**config.mk**
```make
export PLATFORM = sky130hd
export DESIGN_NAME = huffman_sort_ctrl
export DESIGN_NICKNAME = d
export VERILOG_FILES = /design/src/rtl/huff_pkg.sv /design/src/rtl/huff_sort_drain.sv /design/src/rtl/huffman_sort_ctrl.sv
export SDC_FILE = /design/constraint.sdc
export NUM_CORES = 1
export LEC_CHECK = 0
export CAP_MARGIN = 5
export CELL_PAD_IN_SITES_DETAIL_PLACEMENT = 1
export CELL_PAD_IN_SITES_GLOBAL_PLACEMENT = 1
export CORE_MARGIN = 2
export CORE_UTILIZATION = 27
export DETAILED_ROUTE_END_ITERATION = 6
export PLACE_DENSITY_LB_ADDON = 0.2
export SLEW_MARGIN = 20
export SYNTH_ARGS = -nofsm -noshare
export SYNTH_HDL_FRONTEND = slang
export SYNTH_SLANG_ARGS = --single-unit
```
**constraint.sdc**
```tcl
create_clock -name clk -period 4.9 [get_ports clk]
set_input_delay 0.98 -clock clk [delete_from_list [all_inputs] [get_ports clk]]
set_output_delay 0.98 -clock clk [all_outputs]
set_load 0.03 [all_outputs]
```
**src/rtl/huff_pkg.sv**
```systemverilog
// Shared definitions for the Huffman frequency-sort sequencer: FSM encoding,
// default widths and the packed-bus entry slice helper.
package huff_pkg;

  localparam int unsigned DataWidthDef    = 16;
  localparam int unsigned TotalSymbolsDef = 10;
  localparam int unsigned AddrWidthDef    = 4;
  localparam int unsigned FillTimeoutDef  = 32;

  typedef enum logic [2:0] {
    StIdle,
    StClear,
    StFill,
    StSettle,
    StDrain,
    StErr
  } huff_state_e;

  // Bit offset of entry idx in a bus packed as entry i = bits [i*width +: width].
  function automatic int unsigned entry_lsb(input int unsigned idx, input int unsigned width);
    return idx * width;
  endfunction

endpackage

```
**src/rtl/huff_sort_drain.sv**
```systemverilog
// Drain engine: walks the sorted entries in ascending index order and presents them
// over a registered valid/ready port. HUFF_SORT_SKIP_ZERO_EN skips zero-frequency entries.
module huff_sort_drain
  import huff_pkg::*;
#(
  parameter int unsigned DATA_WIDTH    = DataWidthDef,
  parameter int unsigned TOTAL_SYMBOLS = TotalSymbolsDef,
  parameter int unsigned ADDR_WIDTH    = AddrWidthDef
) (
  input  logic                               clk_i,
  input  logic                               rst_i,
  input  logic                               launch_i,
  input  logic                               ready_i,
  input  logic [TOTAL_SYMBOLS*DATA_WIDTH-1:0] freq_bus_i,
  input  logic [TOTAL_SYMBOLS*ADDR_WIDTH-1:0] sym_bus_i,
  output logic                               valid_o,
  output logic                               last_o,
  output logic                               any_nz_o,
  output logic                               last_fire_o,
  output logic [DATA_WIDTH-1:0]              freq_o,
  output logic [ADDR_WIDTH-1:0]              sym_o
);

  logic [DATA_WIDTH-1:0] freq_ent [TOTAL_SYMBOLS];
  logic [ADDR_WIDTH-1:0] sym_ent  [TOTAL_SYMBOLS];
`ifdef HUFF_SORT_SKIP_ZERO_EN
  logic [TOTAL_SYMBOLS-1:0] nz;
  logic [TOTAL_SYMBOLS-1:0] nz_from;
`endif

  for (genvar g = 0; g < TOTAL_SYMBOLS; g++) begin : g_ent
    assign freq_ent[g] = freq_bus_i[entry_lsb(g, DATA_WIDTH) +: DATA_WIDTH];
    assign sym_ent[g]  = sym_bus_i[entry_lsb(g, ADDR_WIDTH) +: ADDR_WIDTH];
`ifdef HUFF_SORT_SKIP_ZERO_EN
    assign nz[g] = |freq_ent[g];
`endif
  end

  logic [ADDR_WIDTH-1:0] idx_q;
  logic [DATA_WIDTH-1:0] freq_q;
  logic [ADDR_WIDTH-1:0] sym_q;
  logic                  valid_q, last_q, active_q;
  logic                  fire, scan, step, cand_zero, cand_last;
  logic [ADDR_WIDTH-1:0] cand;

  always_comb begin
    fire = valid_q && ready_i;
    // A zero entry leaves valid low; the next cycle advances one entry further.
    scan = active_q && !valid_q;
    step = launch_i || (fire && !last_q) || scan;
    cand = launch_i ? '0 : idx_q + 1'b1;
`ifdef HUFF_SORT_SKIP_ZERO_EN
    nz_from   = nz >> cand;
    cand_zero = !nz[cand];
    cand_last = !(|nz_from[TOTAL_SYMBOLS-1:1]);
`else
    cand_zero = 1'b0;
    cand_last = (cand == ADDR_WIDTH'(TOTAL_SYMBOLS - 1));
`endif
  end

  always_ff @(posedge clk_i) begin
    if (rst_i) begin
      idx_q    <= '0;
      freq_q   <= '0;
      sym_q    <= '0;
      valid_q  <= 1'b0;
      last_q   <= 1'b0;
      active_q <= 1'b0;
    end else if (step) begin
      idx_q    <= cand;
      freq_q   <= freq_ent[cand];
      sym_q    <= sym_ent[cand];
      valid_q  <= !cand_zero;
      last_q   <= cand_last && !cand_zero;
      active_q <= 1'b1;
    end else if (fire) begin
      valid_q  <= 1'b0;
      last_q   <= 1'b0;
      active_q <= 1'b0;
    end
  end

  assign valid_o     = valid_q;
  assign last_o      = last_q;
  assign freq_o      = freq_q;
  assign sym_o       = sym_q;
  assign last_fire_o = fire && last_q;
`ifdef HUFF_SORT_SKIP_ZERO_EN
  assign any_nz_o = |nz;
`else
  assign any_nz_o = 1'b1;
`endif

endmodule

```
**src/rtl/huffman_sort_ctrl.sv**
```systemverilog
// Sequencer for the Huffman sort chain: clear, fill with timeout, settle, then drain
// sorted pairs. HUFF_SORT_SKIP_ZERO_EN enables skipping zero-frequency entries.
module huffman_sort_ctrl
  import huff_pkg::*;
#(
  parameter int unsigned DATA_WIDTH    = DataWidthDef,
  parameter int unsigned TOTAL_SYMBOLS = TotalSymbolsDef,
  parameter int unsigned ADDR_WIDTH    = AddrWidthDef,
  parameter int unsigned FILL_TIMEOUT  = FillTimeoutDef
) (
  input  logic                               clk,
  input  logic                               rst,
  input  logic                               start,
  output logic                               busy,
  output logic                               sort_sload,
  output logic                               sort_ena,
  input  logic                               sort_done,
  input  logic [TOTAL_SYMBOLS*DATA_WIDTH-1:0] sort_b,
  input  logic [TOTAL_SYMBOLS*ADDR_WIDTH-1:0] sort_ab,
  output logic                               out_valid,
  input  logic                               out_ready,
  output logic [DATA_WIDTH-1:0]              out_freq,
  output logic [ADDR_WIDTH-1:0]              out_sym,
  output logic                               out_last,
  output logic                               run_done,
  output logic                               err
);

  localparam int unsigned CntW = $clog2(FILL_TIMEOUT);

  huff_state_e     state_q, state_d;
  logic [CntW-1:0] cnt_q;
  logic            busy_q, sload_q, ena_q, run_done_q, err_q;
  logic            last_fire, any_nz;

  huff_sort_drain #(
    .DATA_WIDTH    (DATA_WIDTH),
    .TOTAL_SYMBOLS (TOTAL_SYMBOLS),
    .ADDR_WIDTH    (ADDR_WIDTH)
  ) u_drain (
    .clk_i       (clk),
    .rst_i       (rst),
    .launch_i    (state_q == StSettle && any_nz),
    .ready_i     (out_ready),
    .freq_bus_i  (sort_b),
    .sym_bus_i   (sort_ab),
    .valid_o     (out_valid),
    .last_o      (out_last),
    .any_nz_o    (any_nz),
    .last_fire_o (last_fire),
    .freq_o      (out_freq),
    .sym_o       (out_sym)
  );

  always_comb begin
    state_d = state_q;
    unique case (state_q)
      StIdle:   if (start) state_d = StClear;
      StClear:  state_d = StFill;
      StFill: begin
        if (sort_done) state_d = StSettle;
        else if (cnt_q == CntW'(FILL_TIMEOUT - 1)) state_d = StErr;
      end
      StSettle: state_d = any_nz ? StDrain : StIdle;
      StDrain:  if (last_fire) state_d = StIdle;
      StErr:    if (start) state_d = StClear;
      default:  state_d = StIdle;
    endcase
  end

  // Outputs are registered from the next state so they line up with state_q.
  always_ff @(posedge clk) begin
    if (rst) begin
      state_q    <= StIdle;
      cnt_q      <= '0;
      busy_q     <= 1'b0;
      sload_q    <= 1'b0;
      ena_q      <= 1'b0;
      run_done_q <= 1'b0;
      err_q      <= 1'b0;
    end else begin
      state_q    <= state_d;
      cnt_q      <= (state_q == StFill) ? cnt_q + 1'b1 : '0;
      busy_q     <= (state_d != StIdle);
      sload_q    <= (state_d == StClear);
      ena_q      <= (state_d == StClear) || (state_d == StFill);
      run_done_q <= (state_q == StDrain && last_fire) || (state_q == StSettle && !any_nz);
      if (state_d == StClear) err_q <= 1'b0;
      else if (state_d == StErr) err_q <= 1'b1;
    end
  end

  assign busy       = busy_q;
  assign sort_sload = sload_q;
  assign sort_ena   = ena_q;
  assign run_done   = run_done_q;
  assign err        = err_q;

endmodule
```
==> run_results.csv <==
group,metric,value,unit
drt,viasPerCell,5.34,
clock_network,cts_tree,"done",
drt,routedWlPerCell,19.0,um
synthesis,netlist_area,3590,um2
synthesis,synth_compound_area_frac,0.322,
synthesis,synth_enable_flop_cells,0,
global_route,number_of_global_route_vias_before_repair,4766,
synthesis,dominant_combinational_cell_family_by_area_after_synthesis,"compound AO/OA/AOI/OAI gates",
sta,timing.max_slew.rel_slack,0.352,
synthesis,postSynthCellCount,463,
synthesis,synthTopCellsByArea,"dfxtp_1, mux2_2, mux2i_1, a21oi_1, clkbuf_1",
global_route,grt_pass1_wl,24300,um
sta,fmax,304,MHz
clock_network,cts.repair.resized,0,
clock_network,clock_tree.htree_level_count,2,
job,drv.max_cap_violation_count,0,
floorplanning,floorplan.die.height,119,um
final_layout,area_growth,71.2,%
setup_path,reg2reg_depth,6,
synthesis,synth_ff_type,"dfxtp_1",
sta,final.setup_skew,0.00762,ns
clock_network,cts_setup_buffers,0,
floorplanning,total_die_area,14200,um2
drt,vias,4440,
drt,drc,0,
global_route,grt_max_degree,80,
setup_path,worst-path-max-fanout,79,
power_and_ir_drop,power_density,179,nW/um2
power_and_ir_drop,power.static_leakage,2.19,nW
setup_path,crit_path_start_kind,"flop",
clock_network,cts.clk_slew.worst_paths,0.06,ns
sta,maxSlewViolCount,0,
sta,aggregate_negative_setup_slack,0,ns
sta,final_min_period_over_clock_period,0.672,
synthesis,syn_area_cell,7.75,um2
synthesis,sequential_to_total_area_share_from_yosys_stat,0.218,
synthesis,synth_adder_area_share,0.0105,
drt,first_pass_iters,4,
placed_design,post_dp_cell_area,5960,um2
sta,rsz0062_at_grt,"false",
synthesis,synth-async-reset-ratio,0,
drt,ant_nets,0,
placed_design,port_buffers,231,
setup_path,criticalPathCategory,"flop to flop",
final_layout,num-fill-cells,1549,
synthesis,synth.top_cell.area_share,0.218,
global_route,grt_antenna_before_repair,0,
sta,fin_ws,1.61,ns
floorplanning,fp-row-count,42,
clock_network,cts_buffer_depth,2,
synthesis,muxShareOfSynthArea,0.188,
final_layout,diodes,0,
clock_network,worst_skew_pair.late_latency,0.28,ns
sta,worst_pin_slew,0.972,ns
setup_path,timing.critical_path.to,"u_drain.freq_o[3]$_SDFFE_PP0P_",
final_layout,final_cell_area,6140,um2
sta,final_hold_violating_endpoints,0,
setup_path,setup.worst_path.end_class,"flop",
setup_path,critPathLaunch,"u_drain.idx_q[0]$_SDFFE_PP0P_",
synthesis,postSynthRegisterBits,39,
global_route,global_routing_usage_summed_across_all_routing_layers,0.213,
clock_network,numClockSinks,39,
placed_design,detailed_place_hpwl,12300,um
drt,drc_marker_count_from_the_first_detailed_route_iteration,224,
synthesis,mapped_nets,671,
drt,drt_wl_total,15800,um
final_layout,design.final.nets,862,
final_layout,drive_above_1_share,0.0947,
floorplanning,die_width,119,um
clock_network,cts.hold.buffers_added,0,
sta,setup_viol,0,
synthesis,synth_top_cell_by_area,"dfxtp_1",
global_route,grt.overflow.total,0,
power_and_ir_drop,vdd_ir_drop_max,132,uV
setup_path,critical_path.reg2reg.endpoint,"u_drain.freq_o[3]$_SDFFE_PP0P_",
synthesis,synthesized_area_fraction_occupied_by_and_or_nand_nor_cells,0.189,
outcome,outcome,"complete, no violations",
final_layout,sequential_cell_area,785,um2
setup_path,worst_ep_arrival_time,3.49,ns
placed_design,finalWeightedCongestion,0.863,
min_path,min-delay-path-class,"flop to flop",
synthesis,synth.distinct_cells,41,
setup_path,reg2reg_from,"u_drain.idx_q[0]$_SDFFE_PP0P_",
floorplanning,initial_core_util,0.274,
placed_design,placement.setup.worst_slack,1.59,ns
sta,holdWs,0.465,ns
clock_network,cts_made_buffers,5,
sta,layout_min_cycle_time,3.29,ns
synthesis,synth-warning-count,0,
floorplanning,num_io_pins,232,
setup_path,required,5.09,ns
power_and_ir_drop,post-layout-total-power,1.10,mW
final_layout,area_used_by_multi_input_combinational_logic,2600,um2
setup_path,internal_reg_to_reg_setup_slack,1.61,ns
clock_network,clk_root_buffer_cell,"clkbuf_16",
synthesis,synth-xor-area-share,0.0122,
floorplanning,floorplan.core_area,13100,um2
==> layer usage <==
layer | global-route usage | vias to the layer above | part of all wire
met2 | 0.397 | 131 | 0.52
met1 | 0.245 | 2141 | 0.40
met3 | 0.0316 | 29 | 0.048
met4 | 0.0766 | 0 | 0.029
met5 | 0 | - | 0
li1 | - | 2139 | -
==> how the worst min path moves through the flow <==
stage / endpoint / slack (ns) / start / cells after the start
after floorplan: cnt_q[0]$_SDFF_PP0_ / 0.42 / cnt_q[0]$_SDFF_PP0_ / 1
final: cnt_q[0]$_SDFF_PP0_ / 0.46 / cnt_q[0]$_SDFF_PP0_ / 1
after global placement: cnt_q[0]$_SDFF_PP0_ / 0.43 / cnt_q[0]$_SDFF_PP0_ / 1
after CTS: cnt_q[0]$_SDFF_PP0_ / 0.47 / cnt_q[0]$_SDFF_PP0_ / 1
after global routing: cnt_q[0]$_SDFF_PP0_ / 0.49 / cnt_q[0]$_SDFF_PP0_ / 1
after detailed placement: cnt_q[0]$_SDFF_PP0_ / 0.46 / cnt_q[0]$_SDFF_PP0_ / 1
==> synthesized netlist by cell type (10+ instances only) <==
library cell and number:
nor2_1 34, nor4_1 10, o21ai_0 15, o211ai_1 11, mux2i_1 29, a32oi_1 11, mux2_2 34, nand2_1 28
o2111ai_1 11, clkbuf_1 39, nand3_1 24, dfxtp_1 39, o2bb2ai_1 10, and2_1 15, a211oi_1 11, a22o_1 10
a21oi_1 50, a31oi_1 11
==> where the power goes <==
group	switching [mW]	total, mW	internal [mW]
registers	0.0154	0.346	0.330
logic	0.145	0.377	0.232
clock network	0.126	0.379	0.253
==> stage by stage <==
step	util	std cells
after floorplan	-	463
after global placement	0.456	823
after detailed placement	0.456	823
after CTS	0.469	831
after global routing	0.469	831
final	0.469	831
==> flip-flops by register name (all words and copies together) (netlist names) <==
name / count
busy: 1
u_drain.valid_o: 1
run_done: 1
sort_ena: 1
u_drain.sym_o: 4
state_q: 3
u_drain.freq_o: 16
u_drain.last_o: 1
cnt_q: 5
u_drain.idx_q: 4
sort_sload: 1
err: 1
==> layout make-up <==
| type | instances | share of cell area |
|---|---|---|
| flip-flops and latches | 39 | 0.128 |
| inverters | 3 | 0.00183 |
| repair buffers | 236 | 0.383 |
| multi-input cells | 369 | 0.424 |
| well taps | 176 | 0.0359 |
| clock inverters | 2 | 0.00570 |
| clock buffers | 6 | 0.0226 |
==> cell usage in the layout, fill, tap and decap left out, drive strengths merged, types with 2 or more instances in the layout <==
cell type and instances:
inv 3, nand2 28, nand3 24, dfxtp 39, o2111ai 11, mux2i 29, o31a 9, clkdlybuf4s50 231
buf 5, a31oi 11, o2bb2ai 18, nor4 10, a32oi 11, o211ai 11, ha 3, or3 3
nor2 34, nor2b 4, and3b 3, xor2 4, a22o 10, nor3 7, nand2b 3, a211oi 11
mux2 34, clkbuf 6, and2 15, a22oi 2, a21oi 50, o21ai 15
==> logic make-up (layout without fill, tap and decap cells) <==
group	count (synthesis)	count (layout)
fa+ha+maj	3	3
xor+xnor	5	5
flops	39	39
simple gates	137	137
compound gates	161	161
buf+inv	55	247
mux	63	63
==> worst max-delay path, stage by stage (launching register included) <==
cell and delay, ns:
dfxtp_4 0.99, ha_2 0.66, nor2_1 0.75, a32oi_1 0.23, o211ai_1 0.15, nand3_1 0.15, a211oi_1 0.25
Power figures use the tool's default switching activity.
